**config.mk**
```make
export PLATFORM = sky130hd
export DESIGN_NAME = board_state_hist
export DESIGN_NICKNAME = d
export VERILOG_FILES = /design/src/rtl/board_state_hist.sv
export SDC_FILE = /design/constraint.sdc
export NUM_CORES = 1
export LEC_CHECK = 0
export CAP_MARGIN = 15
export CORE_MARGIN = 10
export CORE_UTILIZATION = 35
export DETAILED_ROUTE_END_ITERATION = 10
export PLACE_DENSITY = 0.72
export SLEW_MARGIN = 20
export SYNTH_ARGS = -nofsm -noshare
export SYNTH_HDL_FRONTEND = slang
export SYNTH_SLANG_ARGS = --single-unit
```
**constraint.sdc**
```tcl
create_clock -name clk -period 7.4 [get_ports clk]
set_input_delay 1.48 -clock clk [delete_from_list [all_inputs] [get_ports clk]]
set_output_delay 1.48 -clock clk [all_outputs]
set_load 0.02 [all_outputs]
```
**src/rtl/board_state_hist.sv**
```systemverilog
// board_state_hist
// Registered holder for the game FSM state code and the ROWS x COLS tile
// matrix. Matrix-changing commits push the old (state, matrix) pair into a
// circular undo history of DEPTH entries. An undo restores the newest entry.
// Compile-time option: BOARD_HISTORY_EN. When it is defined, the history
// storage, pointers and matrix compare are built. When it is undefined,
// the block is a plain commit-enabled register and the undo status outputs
// are tied low.
module board_state_hist #(
    parameter int ROWS      = 4,
    parameter int COLS      = 4,
    parameter int TILE_W    = 12,
    parameter int STATE_W   = 3,
    parameter int DEPTH     = 4,
    parameter int RST_STATE = 0
) (
    input  logic                                        clk,
    input  logic                                        rst,
    input  logic                                        commit,
    input  logic                                        undo,
    input  logic [STATE_W-1:0]                          D,
    input  logic [ROWS-1:0][COLS-1:0][TILE_W-1:0]       matrix_D,
    output logic [STATE_W-1:0]                          Q,
    output logic [ROWS-1:0][COLS-1:0][TILE_W-1:0]       matrix_Q,
    output logic                                        undo_avail,
    output logic [$clog2(DEPTH+1)-1:0]                  hist_count,
    output logic                                        undo_err
);

    localparam int CNT_W = $clog2(DEPTH + 1);

    typedef logic [ROWS-1:0][COLS-1:0][TILE_W-1:0] mat_t;

    logic [STATE_W-1:0] state_q, state_d;
    mat_t               mat_q,   mat_d;

    assign Q        = state_q;
    assign matrix_Q = mat_q;

`ifdef BOARD_HISTORY_EN

    localparam int PTR_W = (DEPTH > 1) ? $clog2(DEPTH) : 1;

    logic [PTR_W-1:0]   wr_ptr_q,     wr_ptr_d;
    logic [CNT_W-1:0]   hist_count_q, hist_count_d;
    logic               undo_err_q,   undo_err_d;
    logic               push;
    logic [PTR_W-1:0]   rd_ptr;

    logic [STATE_W-1:0] hist_state_q [DEPTH];
    mat_t               hist_mat_q   [DEPTH];

    // DEPTH is a power of two, so the pointer wraps by plain truncation.
    assign rd_ptr = wr_ptr_q - PTR_W'(1);

    // Next-state decode: undo has priority over commit; pushes only on a matrix change.
    always_comb begin
        state_d      = state_q;
        mat_d        = mat_q;
        wr_ptr_d     = wr_ptr_q;
        hist_count_d = hist_count_q;
        undo_err_d   = 1'b0;
        push         = 1'b0;
        if (undo) begin
            if (hist_count_q != '0) begin
                state_d      = hist_state_q[rd_ptr];
                mat_d        = hist_mat_q[rd_ptr];
                wr_ptr_d     = rd_ptr;
                hist_count_d = hist_count_q - CNT_W'(1);
            end else begin
                undo_err_d = 1'b1;
            end
        end else if (commit) begin
            state_d = D;
            mat_d   = matrix_D;
            if (matrix_D != mat_q) begin
                push     = 1'b1;
                wr_ptr_d = wr_ptr_q + PTR_W'(1);
                if (hist_count_q != CNT_W'(DEPTH)) begin
                    hist_count_d = hist_count_q + CNT_W'(1);
                end
            end
        end
    end

    // Control and output registers, cleared asynchronously.
    always_ff @(posedge clk or posedge rst) begin
        if (rst) begin
            state_q      <= STATE_W'(RST_STATE);
            mat_q        <= '0;
            wr_ptr_q     <= '0;
            hist_count_q <= '0;
            undo_err_q   <= 1'b0;
        end else begin
            state_q      <= state_d;
            mat_q        <= mat_d;
            wr_ptr_q     <= wr_ptr_d;
            hist_count_q <= hist_count_d;
            undo_err_q   <= undo_err_d;
        end
    end

    // Snapshot storage: no reset, since hist_count marks which entries are valid.
    always_ff @(posedge clk) begin
        if (push) begin
            hist_state_q[wr_ptr_q] <= state_q;
            hist_mat_q[wr_ptr_q]   <= mat_q;
        end
    end

    assign undo_avail = (hist_count_q != '0);
    assign hist_count = hist_count_q;
    assign undo_err   = undo_err_q;

`else

    logic unused_undo;
    assign unused_undo = undo;

    // Without history the commit is an unconditional load and undo is ignored.
    always_comb begin
        state_d = state_q;
        mat_d   = mat_q;
        if (commit) begin
            state_d = D;
            mat_d   = matrix_D;
        end
    end

    // State and matrix registers, cleared asynchronously.
    always_ff @(posedge clk or posedge rst) begin
        if (rst) begin
            state_q <= STATE_W'(RST_STATE);
            mat_q   <= '0;
        end else begin
            state_q <= state_d;
            mat_q   <= mat_d;
        end
    end

    assign undo_avail = 1'b0;
    assign hist_count = '0;
    assign undo_err   = 1'b0;

`endif

endmodule

```
* Word level (Yosys, flattened, before mapping) *
Index checks and enable logic that the tools add are counted.

storage, ports and cells
  bits of input ports = 199
  logic and storage cells = 17
  register bits after elaboration = 195
  output and inout bits = 200

* Logic depth before layout (Yosys ltp) *
  depth after elaboration = 0
  gate-level depth with buffers = 4
  gate-level depth less buffers = 1

* Least setup slack after synthesis *
Ideal clock, no wire load.

  kind = input-to-reg
  start = input port commit
  end = register state_q[0], in the netlist Q[0]
  cell stages on the path = 4
  arrival time = 2.184 ns
  library setup time = 0.125 ns
  slack = 5.091 ns
  buffers on the path = 3
  required time = 7.275 ns
  path through = buf_6 -> buf_6 -> buf_6 -> mux2_4

RTL lines
  item                  RTL line  source
  start, declared       19        input logic commit,
  end signal, assigned  133       state_q <= STATE_W'(RST_STATE);
  end signal, assigned  136       state_q <= state_d;
  end, declared         34        logic [STATE_W-1:0] state_q, state_d;

No word-level cell between the ends.

* Worst setup path after layout *
  start = input port commit
  end = register mat_q, in the netlist matrix_Q[138]

RTL lines
  item                  RTL line  source
  end signal, assigned  137       mat_q <= mat_d;
  end, declared         35        mat_t mat_q, mat_d;

No word-level cell between the ends.

==> reports/results.ini <==
[status]
status=complete, no violations

[clock_tree]
cts_hold_buf=0
post_cts_resized=0
tritoncts=yes
post_cts_buffers=0
htree_levels=4
clk_latency_ns=0.41
cts_root_buf=clkbuf_16
clk_pin_slew_ns=0.07
clock-sinks=195
clk_path_buf_depth=2
cts_buffers=17

[yosys]
ys_seq_elements=195
synthDistinctLibCells=8
ys_top_cells_by_count=dfrtp_1 (195), mux2_4 (150), mux2_2 (45)
synth_adder_area_share=0
synth_cells=419
ys.flop_type=dfrtp_1
synthMuxAreaShare=0.349
yosys.area_share.xor_xnor=0
synth-simple-area-share=0
syn_area_sq_um=7910
synth.most_common_cell=dfrtp_1
synth_area_leaders=dfrtp_1 (62%), mux2_4 (28%), mux2_2 (6.4%)
syn_area_per_cell_sq_um=18.9
yosys_warnings=0
synth_top_area_cell=dfrtp_1
synth_top_cell_area_share=0.617
async_reset_ff_frac=1.00
synth_compound_area_frac=0
yosysSeqAreaShare=0.617
synth_top_family_by_area=multiplexers
synth-edff-count=0

[routing]
wl_per_cell_um=21.2
avgViaCountPerCell=4.50
route.detailed.drc=0
antenna_left=0
wl_um=23300
drtPass1Iterations=4
vias=4951
first_iter_violations=276

[sta]
period_share=0.421
slew_viol_final=0
clock.fmax_ghz=0.321
tns_ns=0
hold_viol=0
final-setup-viol-count=0
max_slew.worst_pin.slew_ns=1.06
hold_ws_ns=0.505
finalWorstPathRequiredPeriod_ns=3.12
rsz0062_at_grt=false
relSlewSlack=0.292
fin_skew_ns=0

[power_and_ir_drop]
p_comb_frac=0.250
swShare=0.280
vdd_drop_max_uv=122
clockPowerShare=0.316
powerDensity_nw_per_um2=226
power_leakage_nw=5.54
internal-power_mw=2.04
p_seq_frac=0.435
p_switching_uw=794

[floorplanning]
die_h_um=170
die-area_sq_um=29000
core_region_area_sq_um=22000
die_x_um=170
io_pins=399
initial_core_util=0.359
rows=54

[place]
port-buffer-count=392
placed_cells=1070
hpwl_um=17300
gp_congestion=0.732

[setup_path]
r2r_end=matrix_Q[162]
critPathCapture=matrix_Q[138]
worst-r2r-cell-count=1
crit_fanout=99
cp-end-kind=flop
r2r-start=matrix_Q[162]
worstSetupStartpoint=commit
crit_type=primary input to flop
start_kind=primary input
cp_data_required_time_ns=7.70
arrival_ns=3.42
r2r_slack_ns=6.61

[grt]
track_usage=0.157
overflow=0
grt_first_pass_wirelength_um=34900
grt_pass1_vias=5596
grt_max_degree=139
grt_antenna_before_repair=0

[finish]
antennaDiodeCount=0
finalNetCount=1008
instances_no_fill=1100
areaGrowthSynthToFinish_pct=58.5
drive_gt1_frac=0.279

[worst_hold_path]
hold_class=flop to flop

[job]
maxCapViolCount=0

## through the flow
step                 util  total power, mW  setup WS [ns]  area [sq um]
floorplan               -             1.59          0.608          7920
global placement    0.544             1.96           3.83         12000
detailed placement  0.544             1.96           3.80         12000
CTS                 0.569             2.88           4.28         12500
global route        0.569             2.96           4.10         12500
finish              0.569             2.83           4.28         12500
## cells in the final DEF, fill, tap and decap left out, types with 3 or more instances in the layout
| cell | synthesis | layout |
|---|---|---|
| clkbuf_16 | 0 | 17 |
| inv_6 | 0 | 3 |
| inv_8 | 0 | 5 |
| clkinv_4 | 0 | 5 |
| mux2_4 | 150 | 150 |
| dfrtp_1 | 195 | 195 |
| conb_1 | 1 | 5 |
| clkdlybuf4s50_1 | 0 | 391 |
| mux2_2 | 45 | 45 |
## power by group through the flow
stage / Sequential, mW / Clock [mW] / Combinational (mW)
after global placement: 1.25 / 0 / 0.713
after floorplan: 1.38 / 0 / 0.211
after detailed placement: 1.25 / 0 / 0.716
final: 1.23 / 0.893 / 0.707
after global routing: 1.25 / 0.969 / 0.744
after CTS: 1.23 / 0.926 / 0.718
## cells by family after synthesis
kind of cell	count (synthesis)
muxes	195
DFF	195
buffers and inverters	28
other	1
## how the worst min path moves through the flow
stage	startpoint	to	depth (start not counted)
floorplan	matrix_Q[116]	matrix_Q[116]	1
global placement	matrix_Q[96]	matrix_Q[96]	1
detailed placement	matrix_Q[81]	matrix_Q[81]	1
CTS	matrix_Q[167]	matrix_Q[167]	1
global route	matrix_Q[46]	matrix_Q[46]	1
finish	matrix_Q[150]	matrix_Q[150]	1
## final cells by class
cell class                 count  area [sq um]
inverter                       1          11.3
clock inverter                12           115
tap                          280           350
fill                        1803          9500
sequential                   195          4880
timing repair buffer         394          3960
multi-input combinational    200          2780
clock buffer                  18           439
## worst max-delay path: stages
cell    delay (ns)
buf_8         0.59
buf_12        0.56
mux2_2        0.41
## flip-flops by register name (all words and copies together) (netlist names)
register	flops
matrix_Q	192
Q	3
## routing by layer
layer | part of all wire | up-vias | wire length [um] | global-route usage
met5 | 0 | - | 0 | 0
met4 | 0.0094 | 0 | 218 | 0.0381
met3 | 0.12 | 12 | 2700 | 0.0835
met2 | 0.49 | 232 | 11400 | 0.260
met1 | 0.38 | 2473 | 8960 | 0.174
li1 | - | 2234 | - | -
Note: power is estimated with default switching activity, not from simulation.
==> edit 1, RTL diff (same flow settings) <==
Change the parameter `ROWS` from 4 to 6.
--- a/src/rtl/board_state_hist.sv
+++ b/src/rtl/board_state_hist.sv
@@ -7,7 +7,7 @@
 // the block is a plain commit-enabled register and the undo status outputs
 // are tied low.
 module board_state_hist #(
-    parameter int ROWS      = 4,
+    parameter int ROWS      = 6,
     parameter int COLS      = 4,
     parameter int TILE_W    = 12,
     parameter int STATE_W   = 3,
Interface: changed (resized matrix_D and matrix_Q); port bits go from 399 to 591. The function was not compared with the original's and may differ.
==> edit 1 against the original RTL <==
- total power is 57% higher
- synthesized area increased by 40%
- design area rose by 44%
- final cell count increased by 48%
- routed wire length is 65% higher
- non-clock buffer count rose by 194
- sequential cell count rose by 96
- register-to-register slack barely moved
- setup slack got worse by 0.11 ns
- critical path type unchanged
- highest routed layer unchanged
==> edit 1: results (changes against the original RTL) <==
* CTS Buf Count at 34 (+17)
* Worst Hold Launch: matrix_Q[262]$_DFFE_PP0P_
* Worst skew pair latency at 0.49 ns (+0.08 ns)
* Nets at 1507 (+50%)
* Global Route Usage Sum at 18.76% (+3.1 points)
* RR Endpoint: matrix_Q[160]$_DFFE_PP0P_
* Clock Skews at 0 ns (unchanged)
* Initial antenna violation count at 2 (+2)
* CTS Buffer Depth at 3 (+1)
* Vias in the first global route at 8155 (+46%)
* Post-Place Worst Slack at 3.777 ns (-0.02098 ns)
* Routability cong. at 0.7831 (+7.0%)
* Worst-Margin Slew at 1.115 ns (+0.05278 ns)
* Run status: complete, no violations
* Hold Path Class: flop to flop
* Crit path DAT at 3.59 ns (+0.17 ns)
* Root buf cell: clkbuf_16
* WL/cell at 23.55 µm (+11%)
* Clock slew at reported path FFs at 0.05 ns (-0.02 ns)
* WHS Endpoint: matrix_Q[262]$_DFFE_PP0P_
* Synth cell types at 7 (-1)
* Synth top cells by count: dfrtp_1, mux2_2, clkbuf_8
* Seq/Total Area, Yosys at 65.98% (+4.3 points)
* Largest register FFs at 288 (+50%)
* Leak pwr at 7.419 nW (+34%)
* DP Wirelength at 30440 µm (+76%)
* Sw power at 1.138 mW (+43%)
* Cell depth of the worst min-delay path at 1 (unchanged)
* Crit-path max FO at 155 (+57%)
* Iteration count of the initial detailed-routing pass at 4 (unchanged)
* Post-CTS Resized at 0 (unchanged)
* Setup bufs post-CTS at 0 (unchanged)
* Final-layout fill cell count at 2495 (+38%)
* Number of synthesized flops with an enable pin at 0 (unchanged)
* Detailed Route Iter0 Violations at 195 (-29%)
* Worst R2R Setup Slack at 6.62 ns (about the same)
* Vias at 7438 (+50%)
* CTS H-tree lvls at 2 (-2)
* Largest net degree at the start of global routing at 156 (+12%)
* Ys async rst share at 100.0% (unchanged)
* Synth top area cells: dfrtp_1, mux2_2, clkbuf_8
* YS warnings at 0 (unchanged)
* First-pass GRT wire length at 54740 µm (+57%)
* Peak supply drop at 0.0001722 V (+41%)
* Port bufs at 584 (+49%)
* R2r startpoint: matrix_Q[160]$_DFFE_PP0P_
* Fraction of layout cells with a size suffix above 1 at 27.82% (-0.11 points)
[edit 1: layout make-up]
class / count / area share (%)
antenna: 2 / 0.02765
clock buffer: 53 / 5.725
clock inverter: 4 / 0.3872
inverter: 1 / 0.04148
multi-input combinational: 296 / 18.21
sequential: 291 / 40.24
tap: 396 / 2.738
timing repair buffer: 588 / 32.63
[edit 1: power groups by stage]
stage,logic [mW],registers [mW],clock network [mW]
final,0.982,1.83,1.64
after global routing,1.03,1.85,1.76
after CTS,1.00,1.83,1.70
after detailed placement,0.996,1.86,0
after global placement,0.988,1.85,0
after floorplan,0.234,2.06,0
[edit 1: per-layer routing]
metal  GRT usage (%)  wire (µm)
met5               0          0
met4           6.577       1155
met3           9.727       4609
met2           33.32      19780
met1           18.34      12860
[edit 1: worst max-delay path by stage]
stage / startpoint / cells past startpoint / slack [ns] / to
after floorplan: rst / 1 / 2.06 / Q[0]$_DFFE_PP0P_
after global placement: commit / 3 / 3.77 / matrix_Q[116]$_DFFE_PP0P_
after detailed placement: commit / 3 / 3.78 / matrix_Q[160]$_DFFE_PP0P_
after CTS: commit / 3 / 4.30 / matrix_Q[150]$_DFFE_PP0P_
after global routing: commit / 3 / 4.16 / matrix_Q[132]$_DFFE_PP0P_
final: commit / 3 / 4.18 / matrix_Q[106]$_DFFE_PP0P_
[edit 1: cell families after synthesis]
family | synth area share, %
buffers and inverters | 4.297
muxes | 29.69
other | 0.03398
DFF | 65.98
[edit 1: metrics by stage]
stage	util, %	instances	hold WS [ns]	instance area [µm²]
5_1_grt	58.70	1631	0.5113	18100
6_report	58.70	1631	0.5018	18100
3_5_place_dp	55.10	1572	0.4941	16990
3_3_place_gp	55.10	1572	0.4876	16990
2_1_floorplan	-	625	0.6358	11060
4_1_cts	58.69	1629	0.5066	18090
[edit 1: worst max-delay path: stages]
cell    delay, ns
buf_8        0.63
buf_12       0.58
mux2_2       0.42
==> edit 2, RTL diff (config.mk and constraints unchanged) <==
Made on the original files. Register the output `matrix_Q` once more, cleared by the reset; this adds one clock of latency there. The other outputs are not delayed to match.
--- a/src/rtl/board_state_hist.sv
+++ b/src/rtl/board_state_hist.sv
@@ -35,7 +35,13 @@
     mat_t               mat_q,   mat_d;
 
     assign Q        = state_q;
-    assign matrix_Q = mat_q;
+    always_ff @(posedge clk or posedge rst) begin
+        if (rst) begin
+            matrix_Q <= '0;
+        end else begin
+            matrix_Q <= mat_q;
+        end
+    end
 
 `ifdef BOARD_HISTORY_EN
 
Check against the original RTL: not equivalent (a bounded check fails within 4 cycles, from zero or initial values and one cycle with rst high).
==> edit 2 against the original RTL <==
- setup slack better by 0.073 ns
- sequential cell count grew 192
- routed wire length is 33% higher
- total power increased by 88%
- core utilization shrank 5.1 points
- die area rose by 53%
- hold slack worse by 0.14 ns
- combinational power increased by 4.5%
- maximum frequency grew 2.4%
- synthesized area is 61% higher
- design area up 48%
- highest routed layer is now met5
==> edit 2: results (changes against the original RTL) <==
* Peak supply drop at 0.0001956 V (+60%)
* Vias in the first global route at 7321 (+31%)
* Clock slew at reported path FFs at approximately 0.06 ns
* Global Route Usage Sum at 13.85% (-1.9 points)
* Routability cong. at 0.7334 (+0.22%)
* First-pass GRT wire length at 46930 µm (+34%)
* Run status: complete, no violations
* Critical path's slowest cell: clkdlybuf4s50_1
* Crit-path max FO at 1 (-99%)
* Fraction of layout cells with a size suffix above 1 at 25.35% (-2.6 points)
* Largest net degree at the start of global routing at 146 (+5.0%)
* R2r startpoint: mat_q[167]$_DFFE_PP0P_
* DP Wirelength at 21950 µm (+27%)
* Worst Hold Launch: mat_q[136]$_DFFE_PP0P_
* Vias at 6559 (+32%)
* Clock Skews at 0.01490 ns (+0.01490 ns)
* Crit path DAT at 1.56 ns (-1.86 ns)
* Worst R2R Setup Slack at 6.60 ns (about the same)
* Worst setup path start: matrix_Q[127]$_DFF_PP0_
* Worst skew pair latency at 0.55 ns (+0.14 ns)
* CTS Buffer Depth at 3 (+1)
* Nets at 1227 (+22%)
* DRT Wirelength at 30950 µm (+33%)
* CTS Buf Count at 42 (+25)
* Synth top cells by count: dfrtp_1, mux2_4, mux2_2
* Seq/Total Area, Yosys at 76.19% (+14 points)
* Worst-Margin Slew at 1.036 ns (-0.02594 ns)
* Cell depth of the worst min-delay path at 0 (-1)
* Slowest stage delay, CP at 0.69 ns (+0.10 ns)
* RR Endpoint: mat_q[167]$_DFFE_PP0P_
* Synth top area cells: dfrtp_1, mux2_4, mux2_2
* WHS Endpoint: matrix_Q[136]$_DFF_PP0_
[edit 2: cell types whose count changed after synthesis]
cell,before,now
dfrtp_1,195,387
[edit 2: kinds of logic (layout without fill, tap and decap cells)]
group                  after synthesis  in the layout  share of synthesized area (%)
flip-flops                         387            387                          76.19
multiplexers                       195            195                          21.70
buffers and inverters               28            470                          2.077
other                                1              7                        0.02950
[edit 2: stage by stage]
stage / area, µm² / cells / setup slack (ns) / util [%] / hold WS [ns]
after floorplan: 12730 / 615 / 0.7161 / - / 0.3501
after global placement: 17040 / 1445 / 3.824 / 47.68 / 0.3546
after detailed placement: 17040 / 1445 / 3.802 / 47.68 / 0.3566
after CTS: 18500 / 1518 / 4.286 / 51.75 / 0.3654
after global routing: 18500 / 1518 / 4.272 / 51.76 / 0.3699
final: 18500 / 1520 / 4.357 / 51.77 / 0.3648
[edit 2: routing by layer]
metal | routed length (µm) | vias to the layer above | GRT usage (%) | share of wire, %
li1 | - | 2889 | - | -
met3 | 4003 | 47 | 7.908 | 13
met2 | 14650 | 273 | 21.88 | 47
met1 | 11600 | 3348 | 15.39 | 37
met5 | 18 | - | 0 | 0.058
met4 | 675 | 2 | 4.845 | 2.2
[edit 2: final cells by class]
type	count	area, µm²
Multi-Input combinational cell	200	2778
Timing Repair Buffer	396	4000
Clock inverter	16	244.0
Clock buffer	57	1209
Inverter	1	7.507
Fill cell	2948	17240
Tap cell	461	576.8
Sequential cell	387	9684
Antenna cell	2	5.005
[edit 2: where the power goes]
group          total, mW  switching [mW]  internal [mW]  leakage, nW
combinational      0.739           0.322          0.417         2.99
clock               2.17           0.818           1.35        0.717
sequential          2.42          0.0874           2.33         4.53
